<file path="src/rtl/fpu_cmp_sgnj_unit.sv">
// rtl/fpu_cmp_sgnj_unit.sv - pipelined FP min/max, compare, sign-injection and classify unit
// Result is computed at accept; the remaining stages only delay it under a valid/ready chain.
module fpu_cmp_sgnj_unit #(
   parameter int EXP_W   = 5,
   parameter int FRAC_W  = 10,
   parameter int XLEN_W  = 32,
   parameter int LATENCY = 2,
   parameter int TAG_W   = 4
) (
   input  logic              CLK,
   input  logic              RST,
   input  logic              in_valid,
   output logic              in_ready,
   input  logic [3:0]        in_op,
   input  logic [XLEN_W-1:0] in_rs1,
   input  logic [XLEN_W-1:0] in_rs2,
   input  logic [TAG_W-1:0]  in_tag,
   output logic              out_valid,
   input  logic              out_ready,
   output logic [XLEN_W-1:0] out_result,
   output logic [TAG_W-1:0]  out_tag,
   output logic              out_nv,
   output logic              out_ill
);

   localparam int FLEN = 1 + EXP_W + FRAC_W;

   localparam logic [3:0] OP_MIN   = 4'd0;
   localparam logic [3:0] OP_MAX   = 4'd1;
   localparam logic [3:0] OP_FEQ   = 4'd2;
   localparam logic [3:0] OP_FLT   = 4'd3;
   localparam logic [3:0] OP_FLE   = 4'd4;
   localparam logic [3:0] OP_SGNJ  = 4'd5;
   localparam logic [3:0] OP_SGNJN = 4'd6;
   localparam logic [3:0] OP_SGNJX = 4'd7;
   localparam logic [3:0] OP_CLASS = 4'd8;

   localparam logic [FLEN-1:0] CANON_NAN = {1'b0, {EXP_W{1'b1}}, 1'b1, {(FRAC_W-1){1'b0}}};

   typedef struct packed {
      logic [XLEN_W-1:0] result;
      logic [TAG_W-1:0]  tag;
      logic              nv;
      logic              ill;
   } stage_t;

   function automatic logic [XLEN_W-1:0] sext(input logic [FLEN-1:0] v);
      return XLEN_W'(signed'(v));
   endfunction

   // Only the low FLEN bits of each register carry the operand.
   logic unused_hi_bits;
   assign unused_hi_bits = ^{in_rs1, in_rs2};

   logic [FLEN-1:0]   a, b;
   logic              a_sign, b_sign;
   logic [EXP_W-1:0]  a_exp, b_exp;
   logic [FRAC_W-1:0] a_frac, b_frac;
   logic [FLEN-2:0]   a_mag, b_mag;

   assign a      = in_rs1[FLEN-1:0];
   assign b      = in_rs2[FLEN-1:0];
   assign a_sign = a[FLEN-1];
   assign b_sign = b[FLEN-1];
   assign a_exp  = a[FLEN-2:FRAC_W];
   assign b_exp  = b[FLEN-2:FRAC_W];
   assign a_frac = a[FRAC_W-1:0];
   assign b_frac = b[FRAC_W-1:0];
   assign a_mag  = a[FLEN-2:0];
   assign b_mag  = b[FLEN-2:0];

   logic a_exp_max, a_exp_zero, a_frac_zero, b_exp_max, b_exp_zero, b_frac_zero;
   logic a_nan, a_snan, a_qnan, a_inf, a_zero, a_sub, a_norm;
   logic b_nan, b_snan, b_zero;

   assign a_exp_max   = &a_exp;
   assign a_exp_zero  = ~|a_exp;
   assign a_frac_zero = ~|a_frac;
   assign b_exp_max   = &b_exp;
   assign b_exp_zero  = ~|b_exp;
   assign b_frac_zero = ~|b_frac;

   assign a_nan  = a_exp_max & ~a_frac_zero;
   assign a_snan = a_nan & ~a_frac[FRAC_W-1];
   assign a_qnan = a_nan & a_frac[FRAC_W-1];
   assign a_inf  = a_exp_max & a_frac_zero;
   assign a_zero = a_exp_zero & a_frac_zero;
   assign a_sub  = a_exp_zero & ~a_frac_zero;
   assign a_norm = ~a_exp_zero & ~a_exp_max;
   assign b_nan  = b_exp_max & ~b_frac_zero;
   assign b_snan = b_nan & ~b_frac[FRAC_W-1];
   assign b_zero = b_exp_zero & b_frac_zero;

   logic any_nan, any_snan, both_zero, lt_total;
   logic feq, flt, fle;
   logic [FLEN-1:0] min_val, max_val;
   logic [9:0]      cls;

   assign any_nan   = a_nan | b_nan;
   assign any_snan  = a_snan | b_snan;
   assign both_zero = a_zero & b_zero;

   // Total order over non-NaN values in which -0 sorts below +0.
   assign lt_total = (a_sign != b_sign) ? a_sign
                   : (a_sign ? (a_mag > b_mag) : (a_mag < b_mag));

   assign feq = ~any_nan & ((a == b) | both_zero);
   assign flt = ~any_nan & lt_total & ~both_zero;
   assign fle = flt | feq;

   always_comb begin
      min_val = lt_total ? a : b;
      max_val = lt_total ? b : a;
      if (a_nan && b_nan) begin
         min_val = CANON_NAN;
         max_val = CANON_NAN;
      end else if (a_nan) begin
         min_val = b;
         max_val = b;
      end else if (b_nan) begin
         min_val = a;
         max_val = a;
      end
   end

   assign cls = {a_qnan, a_snan,
                 ~a_sign & a_inf, ~a_sign & a_norm, ~a_sign & a_sub, ~a_sign & a_zero,
                 a_sign & a_zero, a_sign & a_sub, a_sign & a_norm, a_sign & a_inf};

   stage_t new_stage;

   always_comb begin
      new_stage     = '0;
      new_stage.tag = in_tag;
      case (in_op)
         OP_MIN: begin
            new_stage.result = sext(min_val);
            new_stage.nv     = any_snan;
         end
         OP_MAX: begin
            new_stage.result = sext(max_val);
            new_stage.nv     = any_snan;
         end
         OP_FEQ: begin
            new_stage.result = XLEN_W'(feq);
            new_stage.nv     = any_snan;
         end
         OP_FLT: begin
            new_stage.result = XLEN_W'(flt);
            new_stage.nv     = any_nan;
         end
         OP_FLE: begin
            new_stage.result = XLEN_W'(fle);
            new_stage.nv     = any_nan;
         end
         OP_SGNJ:  new_stage.result = sext({b_sign, a_mag});
         OP_SGNJN: new_stage.result = sext({~b_sign, a_mag});
         OP_SGNJX: new_stage.result = sext({a_sign ^ b_sign, a_mag});
         OP_CLASS: new_stage.result = XLEN_W'(cls);
         default:  new_stage.ill    = 1'b1;
      endcase
   end

   stage_t             stg [LATENCY];
   logic [LATENCY-1:0] stg_valid;
   logic [LATENCY-1:0] stg_ld;

   // A stage may load when it is empty or its content leaves this cycle; walk back from the output.
   always_comb begin
      logic acc;
      stg_ld = '0;
      acc    = out_ready;
      for (int i = LATENCY - 1; i >= 0; i--) begin
         acc       = ~stg_valid[i] | acc;
         stg_ld[i] = acc;
      end
   end

   assign in_ready = stg_ld[0];

   always_ff @(posedge CLK) begin
      if (RST) begin
         stg_valid <= '0;
         for (int i = 0; i < LATENCY; i++) begin
            stg[i] <= '0;
         end
      end else begin
         if (stg_ld[0]) begin
            stg_valid[0] <= in_valid;
            if (in_valid) begin
               stg[0] <= new_stage;
            end
         end
         for (int i = 1; i < LATENCY; i++) begin
            if (stg_ld[i]) begin
               stg_valid[i] <= stg_valid[i-1];
               if (stg_valid[i-1]) begin
                  stg[i] <= stg[i-1];
               end
            end
         end
      end
   end

   assign out_valid  = stg_valid[LATENCY-1];
   assign out_result = stg[LATENCY-1].result;
   assign out_tag    = stg[LATENCY-1].tag;
   assign out_nv     = stg[LATENCY-1].nv;
   assign out_ill    = stg[LATENCY-1].ill;

endmodule

</file>
<file path="config.mk">
export PLATFORM = sky130hd
export DESIGN_NAME = fpu_cmp_sgnj_unit
export DESIGN_NICKNAME = d
export VERILOG_FILES = /design/src/rtl/fpu_cmp_sgnj_unit.sv
export SDC_FILE = /design/constraint.sdc
export NUM_CORES = 1
export LEC_CHECK = 0
export BUFFER_PORTS_ARGS = -buffer_cell sky130_fd_sc_hd__buf_2
export CAP_MARGIN = 10
export CORE_ASPECT_RATIO = 0.9
export CORE_UTILIZATION = 35
export DETAILED_ROUTE_END_ITERATION = 16
export GPL_ROUTABILITY_DRIVEN = 0
export PLACE_DENSITY_LB_ADDON = 0.2
export SLEW_MARGIN = 20
export SYNTH_ARGS = -nofsm -noshare
export SYNTH_HDL_FRONTEND = slang
export SYNTH_SLANG_ARGS = --single-unit
export TNS_END_PERCENT = 1
</file>
<file path="constraint.sdc">
create_clock -name CLK -period 2.76 [get_ports CLK]
set_input_delay 0.552 -clock CLK [delete_from_list [all_inputs] [get_ports CLK]]
set_output_delay 0.552 -clock CLK [all_outputs]
set_load 0.02 [all_outputs]
</file>
# After elaboration in Yosys (flattened, before gate mapping)

Memories as Yosys holds them, arrays and structs flattened.
Index checks and enable logic that the tools add are counted.

$add $sub $neg: 0
Multipliers: 0
Divide/modulo/power cells: 0
Magnitude comparators: 2
Equal/unequal tests: 10
Shifts and indexed selects: 0
Muxes and demuxes: 25
Bitwise logic cells: 40
Reduce and logical (&&, ||, !) cells: 15

Operators with widths:

| cell               | count |
|---|---|
| $pmux 32 s9        | 1 |
| $mux 16            | 8 |
| $mux 38            | 2 |
| $and 1x1->1        | 22 |
| $reduce_or 10->1   | 2 |
| $eq 16x16->1       | 1 |
| $eq 4x3->1 const B | 4 |
| $gt 15x15->1       | 1 |
| $lt 15x15->1       | 1 |
| $mux 1             | 13 |
| $reduce_and 5->1   | 2 |
| $reduce_or 5->1    | 2 |
| $not 1->1          | 9 |
| $reduce_or 9->1    | 1 |
| $eq 4x2->1 const B | 2 |
| $or 1x1->1         | 8 |
| $eq 4x1->1 const B | 1 |
| $eq 4x4->1 const B | 1 |
| $logic_not 1->1    | 4 |
| $logic_not 4->1    | 1 |
| $reduce_or 3->1    | 1 |
| $pmux 1 s2         | 1 |
| $reduce_or 2->1    | 1 |
| $logic_and 1x1->1  | 1 |
| other kinds (2)    | 2 |

Flip-flop bits (word level): 2
Bits in latches: 0
RAM bits: 76
Bits in read-only memories: 0
Output and inout port bits: 40
Logic and storage cells: 95
Memories: 1

Memories:

| memory | words | bits a word | read ports | clocked after memory_dff | write ports | line | source |
|---|---|---|---|---|---|---|---|
| stg    | 2     | 38          | 2          | 0                        | 2           | 164  | `stage_t stg [LATENCY];` |

# Longest topological paths before layout

Gate-level depths: netlist (run 1).

Depth in word-level cells: 9
Mapped depth: 10
Gate-level depth less buffers: 10

# Worst setup path after synthesis (run 1)

OpenSTA, ideal clock, no wires.

Path kind: input-to-reg
Start: in in_rs2[13]
End: mem stg[0][7] (netlist bit), data pin
Library setup time: 0.261 ns
Arrival time: 2.653 ns
Data required time: 2.499 ns
Slack: -0.154 ns
Stages: 10
Path buffers: 0
Path through: inv_1 > ha_1 > a21oi_2 > nand2_1 > a2111oi_4 > a221o_2 > a21oi_2 > a311oi_2 > o22ai_2 > a221o_1

RTL lines:

| item               | line | source |
|---|---|---|
| start: declaration | 16   | `input logic [XLEN_W-1:0] in_rs2,` |
| end: declaration   | 164  |  |

==> summary.md, run 1 <==
| Metric | Value |
|---|---|
| Status | `finished with violations` |
| Failing checks | `setup timing` |
| Fin. max-slew vios | `0` |
| First-pass GRT wire length | `11500 um` |
| Num rows | `32` |
| I/O pins | `116` |
| Total CTS buffers | `5` |
| Fin cells | `540` |
| Final Critical Period | `2.85 ns` |
| Fmax | `0.351 GHz` |
| Yosys warning count | `0` |
| DR vias | `2604` |
| Worst rel slew slack | `40.8%` |
| Period utilisation layout | `103%` |
| DRT Wirelength | `7230 um` |
| CP Data Arrival Time | `2.89 ns` |
| Clk slew on worst S/H paths | `0.08 ns` |
| Total GRT Usage | `16.2%` |
| Nets | `513` |
| Root buffer cell | `clkbuf_8` |
| Initial antenna violation count | `0` |
| CTS H-Tree Depth | `2` |
| Syn Nets | `404` |
| Crit. End Element | `flop` |
| Post-synth ARST share | `0%` |
| Seq/Total Area, Yosys | `44.1%` |
| Crit-path max FO | `5` |
| Crit path kind | `input pin to flop` |
| Pwr Density | `444 nW/um2` |
| Vias in the first global route | `2428` |
| Total Neg Setup Slack | `-0.625 ns` |
| DRT iter0 DRCs | `120` |
| Mux cell area share after synthesis | `0%` |
| # Max-Cap Violations | `0` |
| Synth Area in Simple Gates | `20.5%` |
| Post-DRT Antenna Nets | `0` |
| Top cells by area, synth | `edfxtp_1 (43%), buf_4 (8.8%), ha_1 (6.9%)` |
| DR DRC count | `0` |
| Diodes inserted | `0` |
| Worst Tran Pin Value | `0.887 ns` |
| Final hold vios | `0` |
| Synth Area in Compound Gates | `16.0%` |
| WP data required | `2.80 ns` |
| Buffers on Ports | `83` |
| Die Ht | `91.1 um` |
| Area Growth Syn to Fin | `33.1%` |
| Seq cells post-synth | `46` |
| Worst Skew | `0.00447 ns` |
| Layout cells sized above 1 | `43.0%` |
| Final setup vio count | `10` |
| Die area | `9200 um2` |
| Primary FF master, synth | `edfxtp_1` |
| Number of flops mapped to enable cells by yosys | `44` |
| Cells after Synth | `311` |
| CTS tree | `yes` |
| Largest area contributor in the netlist | `edfxtp_1` |
| Hold-fix buffers, CTS | `0` |
| Initial Util | `36.0%` |
| DR WL/cell | `13.4 um` |
| CTS Sinks | `46` |
| Clock buffer depth | `2` |
| Hold Path Class | `input pin to flop` |
| Core ar. | `8570 um2` |
| Grt total ovfl | `0` |
| Largest family of logic cells by synthesized area | `simple AND/OR/NAND/NOR gates` |
| Mean Syn Cell Area | `9.93 um2` |
| HPWL after DPL | `5820 um` |
| Largest net degree at the start of global routing | `23` |
| Worst skew pair latency | `0.30 ns` |
| Yosys top cell area share | `42.8%` |
| Via density | `4.82` |
| Setup WS post-layout | `-0.0928 ns` |
| Post-Synth XOR/XNOR Area | `0.284%` |
| Post-Syn Area | `3090 um2` |
| Synth Area in Adders | `6.89%` |
| Die width | `101 um` |
| Distinct cell type count after synthesis | `50` |
| Dpl cells | `530` |
| RSZ-0062 raised after global routing | `true` |
| Peak VDD IR | `0.000222 V` |
| CP Launch Type | `input pin` |
| Pre-antenna DRT Iters | `4` |
| LEAKAGE | `1.80 nW` |
==> path summary, 6_finish.rpt <==
| path | from | slack [ns] | to | cells past startpoint |
|---|---|---|---|---|
| max | in_rs2[14] | -0.09 | stg[0][13] | 11 |
| min | RST | 0.49 | stg_valid[0] | 2 |
| max reg2reg | stg_valid[1] | 0.55 | stg[0][7] | 7 |
| min reg2reg | stg_valid[0] | 0.51 | stg_valid[1] | 2 |
==> layout by cell type, fill, tap and decap left out, drive strengths merged, types with 10 or more instances in the layout <==
cell / n
ha: 17
nor3: 10
inv: 21
nor2: 27
edfxtp: 44
nand2: 17
buf: 146
and2: 28
a221o: 10
a21oi: 22
==> worst max-delay path: stages <==
cell and delay (ns):
buf_2 0.09, inv_1 0.07, ha_4 0.27, nand4_1 0.14, nor2_2 0.19, o211ai_1 0.11, buf_4 0.16, a221o_2 0.45
a311oi_4 0.31, nor2_1 0.16, a221o_1 0.40
==> flip-flops by register name (all words and copies together), names as in the netlist <==
signal     cells
stg_valid      2
stg           44
==> synth_stat cells (6+ instances only) <==
library cell	n
edfxtp_1	44
nor3_1	10
nor4_1	6
nand2_1	16
a221o_1	9
nand4_1	6
inv_1	21
ha_1	17
clkbuf_1	8
and2_1	28
nor2_1	27
nand3_1	9
a21oi_1	20
buf_4	36
==> power breakdown <==
part | internal [mW] | total [mW] | switching (mW)
clock | 0.358 | 0.578 | 0.220
sequential | 0.813 | 0.824 | 0.0110
combinational | 0.187 | 0.422 | 0.235
==> through the flow <==
step | hold slack, ns | cell area (um2) | power, mW | setup WS (ns) | util (%)
4_1_cts | 0.488 | 4020 | 1.82 | -0.0709 | 46.9
5_1_grt | 0.503 | 4110 | 1.90 | -0.187 | 48.0
2_1_floorplan | 0.478 | 3120 | 1.09 | 0.0207 | -
6_report | 0.491 | 4110 | 1.82 | -0.0928 | 48.0
3_3_place_gp | 0.493 | 3850 | 1.24 | -0.436 | 44.9
3_5_place_dp | 0.501 | 3850 | 1.24 | -0.469 | 44.9
==> final cells by class <==
cell class | instances | area, um2
fill | 826 | 4460
sequential | 46 | 1360
clock buffer | 5 | 68.8
tap | 119 | 149
clock inverter | 3 | 63.8
timing repair buffer | 146 | 888
inverter | 21 | 78.8
multi-input combinational | 200 | 1500
==> cells by family after synthesis <==
kind of cell / count (synthesis)
compound gates: 62
xor+xnor: 1
fa+ha+maj: 17
buf+inv: 65
flops: 46
simple gates: 120
==> per-layer routing <==
metal | global-route usage, % | share of wire [%] | vias up
li1 | - | - | 1320
met1 | 21.2 | 45 | 1187
met2 | 26.9 | 48 | 87
met3 | 2.93 | 5.5 | 10
met4 | 5.43 | 1.2 | 0
met5 | 0 | 0 | -
==> repair_timing <==
action	CTS	global route
setup endpoints to repair	15	15
buffers inserted	0	2
endpoints found under the hold margin	0	0
resized for setup	6	10
pin swaps	1	5
No activity file was read; power rests on OpenSTA's default activity.
==> run 2: changes to the inputs <==
--- a/config.mk
+++ b/config.mk
@@ -8,7 +8,8 @@
 export BUFFER_PORTS_ARGS = -buffer_cell sky130_fd_sc_hd__buf_2
 export CAP_MARGIN = 10
 export CORE_ASPECT_RATIO = 0.9
-export CORE_UTILIZATION = 35
+export CORE_UTILIZATION = 50
+export CTS_CLUSTER_DIAMETER = 150
 export DETAILED_ROUTE_END_ITERATION = 16
 export GPL_ROUTABILITY_DRIVEN = 0
 export PLACE_DENSITY_LB_ADDON = 0.2
==> constraint.sdc (replaced) <==
create_clock -name CLK -period 2.7 [get_ports CLK]
set_input_delay 0.54 -clock CLK [delete_from_list [all_inputs] [get_ports CLK]]
set_output_delay 0.54 -clock CLK [all_outputs]
set_load 0.02 [all_outputs]
==> run 2 against run 1 <==
Net effect:
- the flow finishes with violations (DRC, setup timing)
- core utilization increased by 25 points
- design area is 2.7% higher
- setup slack improved by 0.020 ns
- critical path depth unchanged
- largest power group unchanged
- highest routed layer unchanged
==> summary.md, run 2 (synthesized netlist as in run 1, its figures left out) <==
| Metric | Value |
|---|---|
| Crit path buf inv count | `3 (unchanged)` |
| Min Hold Slack | `0.467 ns (-0.0239 ns)` |
| Largest net degree at the start of global routing | `24 (+4.3%)` |
| DR vias | `2823 (+8.4%)` |
| Max reg flops | `44 (unchanged)` |
| Grt total ovfl | `0 (unchanged)` |
| Fin. max-slew vios | `0 (unchanged)` |
| Total GRT Usage | `24.4% (+8.1 points)` |
| I/O pins | `116 (unchanged)` |
| Fmax | `0.361 GHz` |
| Via density | `5.70 (+18%)` |
| DRT iter0 DRCs | `208 (+73%)` |
| CTS Sinks | `46 (unchanged)` |
| Fin cells | `495 (-8.3%)` |
| WP data required | `2.75 ns (-0.05 ns)` |
| Setup WS post-layout | `-0.0727 ns (+0.0202 ns)` |
| Final hold vios | `0 (unchanged)` |
| Worst Skew | `0.00455 ns (+0.0000726 ns)` |
| Peak VDD IR | `0.000219 V (-1.7%)` |
| Die Ht | `76.6 um (-16%)` |
| First-pass GRT wire length | `12500 um (+8.4%)` |
| Buffers on Ports | `83 (unchanged)` |
| Pre-antenna DRT Iters | `11 (+7)` |
| CTS H-Tree Depth | `2 (unchanged)` |
| Status | `finished with violations` |
| Worst Tran Pin Value | `1.04 ns (+0.156 ns)` |
| CTS tree | `yes` |
| Worst hold path startpoint | `RST` |
| Final Critical Period | `2.77 ns` |
| Hold-fix buffers, CTS | `0 (unchanged)` |
| DR WL/cell | `15.4 um (+15%)` |
| Biggest register | `stg` |
| HPWL after DPL | `5470 um (-6.1%)` |
| Initial Util | `53.0% (+17 points)` |
| # Max-Cap Violations | `0 (unchanged)` |
| Top flop regs | `stg x44, stg_valid x2` |
| Root buffer cell | `clkbuf_8` |
| LEAKAGE | `1.82 nW (+0.88%)` |
| CP Data Arrival Time | `2.82 ns (-0.07 ns)` |
| Reg2reg path depth | `9 (+2)` |
| DRT Wirelength | `7620 um (+5.5%)` |
| Worst path top cell family by delay | `compound AO/OA/AOI/OAI gates` |
| Worst rel slew slack | `30.4% (-10 points)` |
| Initial antenna violation count | `0 (unchanged)` |
| Worst Hold End | `stg_valid[1]` |
| Failing checks | `DRC, setup timing` |
| Place WS | `-0.409 ns (+0.0603 ns)` |
| Critical R2R Capture | `stg[0][11]` |
| CP Launch Type | `input pin` |
| Clk slew on worst S/H paths | `0.08 ns (about the same)` |
| Area Growth Syn to Fin | `36.7%` |
| Clock buffer depth | `2 (unchanged)` |
| Post-DRT Antenna Nets | `0 (unchanged)` |
| Final setup vio count | `10 (unchanged)` |
| Total CTS buffers | `5 (unchanged)` |
| Crit-path max FO | `5 (unchanged)` |
| RSZ-0062 raised after global routing | `true` |
| Hold depth | `2 (unchanged)` |
| Final-layout fill cell count | `401 (-51%)` |
| Commonest non-fill, non-tap cell in the layout | `buf_2` |
| Worst skew pair latency | `0.30 ns (about the same)` |
| Layout cells sized above 1 | `47.5% (+4.5 points)` |
| Core ar. | `5820 um2 (-32%)` |
| Diodes inserted | `0 (unchanged)` |
| Period utilisation layout | `103%` |
| Hold Path Class | `input pin to flop` |
| Crit. End Element | `flop` |
| Vias in the first global route | `2798 (+15%)` |
| Worst path cell trace | `buf_2 > inv_1 > ha_4 > nand4_1 > a21oi_1 > o211ai_1 > a221o_2 > a311oi_4 > buf_6 > o22ai_4 > a221o_1` |
| Nets | `517 (+0.78%)` |
| Commonest non-fill, non-tap cells in the layout | `buf_2 (75), buf_4 (64), edfxtp_1 (44)` |
| Pwr Density | `411 nW/um2 (-7.3%)` |
| Die width | `84.8 um (-16%)` |
| Reg-to-reg slack, setup | `0.59 ns (+0.04 ns)` |
| Die area | `6490 um2 (-29%)` |
| Num rows | `26 (-19%)` |
| DR DRC count | `5 (+5)` |
| Crit path kind | `input pin to flop` |
| Largest stage delay, worst path | `0.48 ns (+0.03 ns)` |
| Slowest cell on crit path | `a221o_2` |
| Crit Reg-Reg Startpoint | `stg_valid[1]` |
| CP Depth | `11 (unchanged)` |
| Total Neg Setup Slack | `-0.376 ns (+0.249 ns)` |
| Dpl cells | `477 (-10%)` |
-- run 2: changes by cell type in the layout (fill, tap and decap cells not counted), moves of 2 or more --
cell       change
nor2_2         +2
nor2_1         -2
a21oi_1        -2
inv_1          -5
inv_4          +4
a21oi_2        +2
buf_6          +8
ha_4           +6
ha_1           -6
buf_8          +2
buf_2          -8
bufinv_16      -2
-- run 2: layout make-up --
class / count / area, um2 / share of cell area, %
clock buffer: 5 / 68.8 / 1.63
clock inverter: 3 / 21.3 / 0.504
inverter: 21 / 88.8 / 2.10
multi-input combinational: 201 / 1620 / 38.3
sequential: 46 / 1360 / 32.2
tap: 70 / 87.6 / 2.07
timing repair buffer: 149 / 976 / 23.1
-- run 2: repair_timing --
action	4_1_cts	5_1_grt
buffers inserted	9	1
cloned	1	0
setup endpoints to repair	15	15
pin swaps	16	12
hold endpoints to repair	0	0
resized for setup	29	15
-- run 2: worst max path at each step --
stage | start | end | slack [ns]
2_1_floorplan | in_rs2[13] | stg[0][7] | 0.007
3_3_place_gp | in_rs2[13] | stg[0][12] | -0.38
3_5_place_dp | in_rs2[12] | stg[0][11] | -0.41
4_1_cts | in_rs2[13] | stg[0][11] | -0.06
5_1_grt | in_rs2[5] | stg[0][11] | -0.11
6_report | in_rs2[5] | stg[0][11] | -0.07
-- run 2: through the flow --
stage	area (um2)	power, mW	util (%)
2_1_floorplan	3170	1.12	-
3_3_place_gp	3810	1.26	65.4
3_5_place_dp	3810	1.27	65.4
4_1_cts	4130	1.72	70.9
5_1_grt	4220	1.81	72.5
6_report	4220	1.74	72.5
-- run 2: report_power, final --
group          leakage [nW]  internal, mW  switching, mW
Combinational          1.28         0.219          0.259
Sequential            0.494         0.831         0.0117
Clock                0.0441         0.182          0.234
-- run 2: worst register-to-register path, stage by stage (launching register included) --
cell and delay, ns:
dfxtp_1 0.31, nor2b_1 0.16, and2_1 0.21, nor3_2 0.22, nand2_1 0.07, buf_4 0.19, nor3_1 0.35, nand2_1 0.14
nor2_1 0.15, a221o_1 0.16
-- run 2: routing by layer --
metal	vias to the layer above	GRT usage (%)	routed length (um)
li1	1337	-	-
met1	1307	28.0	2860
met2	151	45.0	4010
met3	28	3.90	536
met4	0	9.49	216
met5	-	0	0
==> run 3: changes to the inputs <==
--- a/config.mk
+++ b/config.mk
@@ -12,7 +12,7 @@
 export CTS_CLUSTER_DIAMETER = 150
 export DETAILED_ROUTE_END_ITERATION = 16
 export GPL_ROUTABILITY_DRIVEN = 0
-export PLACE_DENSITY_LB_ADDON = 0.2
+export PLACE_DENSITY = 0.85
 export SLEW_MARGIN = 20
 export SYNTH_ARGS = -nofsm -noshare
 export SYNTH_HDL_FRONTEND = slang
==> run 3 against run 2 <==
Net effect:
- the flow still finishes with violations (DRC, setup timing)
- count of clock-buffer cells in the layout is 1 higher
- clock skew is 0.00063 ns lower
- critical endpoint is now stg[0][9]
- largest cell class unchanged
- clock power up 20%
- flip-flop and latch count unchanged
==> summary.md, run 3 (synthesized netlist as in run 1, its figures left out) <==
| Metric | Value |
|---|---|
| Status | `finished with violations` |
| Failing checks | `DRC, setup timing` |
| Final setup vio count | `13 (+3)` |
| Placed Area | `3740 um2 (-1.8%)` |
| DR DRC count | `5 (unchanged)` |
| Grt met1 use | `27.3% (-0.68 points)` |
| Initial antenna violation count | `0 (unchanged)` |
| First-pass GRT wire length | `11500 um (-8.2%)` |
| Largest net degree at the start of global routing | `27 (+13%)` |
| Worst Tran Pin Value | `1.04 ns (+0.00127 ns)` |
| Area Growth Syn to Fin | `29.9%` |
| Crit path kind | `input pin to flop` |
| Finished Cell Area | `4010 um2 (-4.9%)` |
| RSZ-0062 raised after global routing | `true` |
| Crit. End Element | `flop` |
| Die width | `84.8 um (unchanged)` |
| Worst skew pair latency | `0.30 ns (about the same)` |
| Nets | `504 (-2.5%)` |
| Die Ht | `76.6 um (unchanged)` |
| Pwr Density | `443 nW/um2 (+7.8%)` |
| Fin cells | `482 (-2.6%)` |
| Critical R2R Capture | `stg[0][7]` |
| GRT Max-Usage Layer | `met2` |
| Crit Reg-Reg Startpoint | `stg_valid[1]` |
| I/O pins | `116 (unchanged)` |
| Commonest non-fill, non-tap cell in the layout | `buf_2` |
| CTS H-Tree Depth | `2 (unchanged)` |
| Reg-to-reg slack, setup | `0.34 ns (-0.25 ns)` |
| Final hold vios | `0 (unchanged)` |
| Grt total ovfl | `0 (unchanged)` |
| HPWL after DPL | `5560 um (+1.6%)` |
| CTS tree | `yes` |
| Diodes inserted | `0 (unchanged)` |
| Largest stage delay, worst path | `0.43 ns (-0.05 ns)` |
| Num rows | `26 (unchanged)` |
| WP data required | `2.75 ns (about the same)` |
| Core ar. | `5820 um2 (unchanged)` |
| Initial Util | `53.0% (unchanged)` |
| Commonest non-fill, non-tap cells in the layout | `buf_2 (76), buf_4 (53), edfxtp_1 (44)` |
| Layout cells sized above 1 | `42.0% (-5.5 points)` |
| Biggest register | `stg` |
| CTS Sinks | `46 (unchanged)` |
| Max reg flops | `44 (unchanged)` |
| Setup WS post-layout | `-0.178 ns (-0.106 ns)` |
| Peak VDD IR | `0.000235 V (+7.3%)` |
| Worst hold path startpoint | `RST` |
| Fmax | `0.347 GHz (-3.7%)` |
| Worst path cell trace | `buf_8 > inv_4 > ha_4 > nand4_1 > nor2_2 > o211ai_1 > buf_4 > a221o_2 > a311oi_4 > buf_6 > o22ai_4 > a221o_1` |
| Clk slew on worst S/H paths | `0.08 ns (about the same)` |
| Total CTS buffers | `5 (unchanged)` |
| Dpl cells | `468 (-1.9%)` |
| Final Critical Period | `2.88 ns (+0.106 ns)` |
| Hold depth | `2 (unchanged)` |
| CP Data Arrival Time | `2.93 ns (+0.11 ns)` |
| Period utilisation layout | `107% (+3.9 points)` |
| LEAKAGE | `1.75 nW (-3.7%)` |
| Root buffer cell | `clkbuf_8` |
| Worst rel slew slack | `30.3% (-0.085 points)` |
| Buffers on Ports | `83 (unchanged)` |
| Worst Hold End | `stg_valid[0]` |
| Met3 track utilization from global routing | `4.33% (+0.43 points)` |
| DR WL/cell | `16.0 um (+4.0%)` |
| Slowest cell on crit path | `a221o_2` |
| Top flop regs | `stg x44, stg_valid x2` |
| Post-DRT Antenna Nets | `0 (unchanged)` |
| CP Launch Type | `input pin` |
| Total Neg Setup Slack | `-1.49 ns (-1.11 ns)` |
| Pre-antenna DRT Iters | `11 (unchanged)` |
| Min Hold Slack | `0.478 ns (+0.0108 ns)` |
| Reg2reg path depth | `7 (-2)` |
| Clock buffer depth | `2 (unchanged)` |
| # Max-Cap Violations | `0 (unchanged)` |
| Fin. max-slew vios | `0 (unchanged)` |
| Hold Path Class | `input pin to flop` |
| Vias in the first global route | `2553 (-8.8%)` |
| DRT iter0 DRCs | `233 (+12%)` |
| Final Util | `68.9% (-3.6 points)` |
| Power Total | `1.78 mW (+2.4%)` |
| Crit-path max FO | `6 (+1)` |
| Total GRT Usage | `22.6% (-1.7 points)` |
| Worst Skew | `0.00392 ns (-0.000627 ns)` |
| DR vias | `2724 (-3.5%)` |
| Via density | `5.65 (-0.90%)` |
| Place WS | `-0.425 ns (-0.0165 ns)` |
| Final-layout fill cell count | `389 (-3.0%)` |
| DRT Wirelength | `7720 um (+1.3%)` |
| Met2 Track Usage GR | `40.3% (-4.7 points)` |
| Die area | `6490 um2 (unchanged)` |
==> run 3: cell count changes in the layout (fill, tap and decap cells not counted), moves of 2 or more <==
cell	delta
buf_4	-11
ha_1	+5
ha_4	-5
a21oi_1	+3
a21oi_2	-3
buf_6	-3
inv_1	+2
==> run 3: worst max-delay path: cells and delay by family <==
family	cells	cell delay, ns
AND/OR/NAND/NOR	2	0.34
buffers and inverters	4	0.46
AO/OA/AOI/OAI	5	1.33
adder cells (fa/ha/maj)	1	0.27
==> run 3: repair_timing <==
item	in CTS	in global routing
resized for setup	4	19
setup endpoints to repair	13	15
pin swaps	1	15
cloned	0	1
buffers inserted	1	4
hold buffers	0	0
==> run 3: cell type report <==
class | count | area (um2) | share of cell area (%)
clock inverter | 2 | 37.5 | 0.935
sequential | 46 | 1360 | 33.9
tap | 70 | 87.6 | 2.18
multi-input combinational | 201 | 1500 | 37.4
inverter | 21 | 86.3 | 2.15
timing repair buffer | 136 | 865 | 21.5
clock buffer | 6 | 72.6 | 1.81
==> run 3: worst max path at each step <==
stage | start | endpoint | slack, ns | cells past startpoint
after floorplan | in_rs2[13] | stg[0][7] | 0.007 | 9
after global placement | in_rs2[13] | stg[0][7] | -0.36 | 10
after detailed placement | in_rs2[12] | stg[0][12] | -0.43 | 10
after CTS | in_rs2[12] | stg[0][9] | -0.09 | 11
after global routing | in_rs2[13] | stg[0][9] | -0.24 | 12
final | in_rs2[13] | stg[0][9] | -0.18 | 12
==> run 3: routing by layer <==
layer | routed length, um | vias to the layer above
met5 | 0 | -
met4 | 162 | 0
met3 | 539 | 18
met2 | 3990 | 124
met1 | 3030 | 1278
li1 | - | 1304
==> run 3: report_power, final <==
| group | total [mW] | internal [mW] | leakage (nW) | switching, mW |
|---|---|---|---|---|
| Sequential | 0.845 | 0.831 | 0.494 | 0.0133 |
| Clock | 0.500 | 0.276 | 0.0514 | 0.224 |
| Combinational | 0.433 | 0.187 | 1.20 | 0.247 |
| Total | 1.78 | 1.29 | 1.75 | 0.484 |
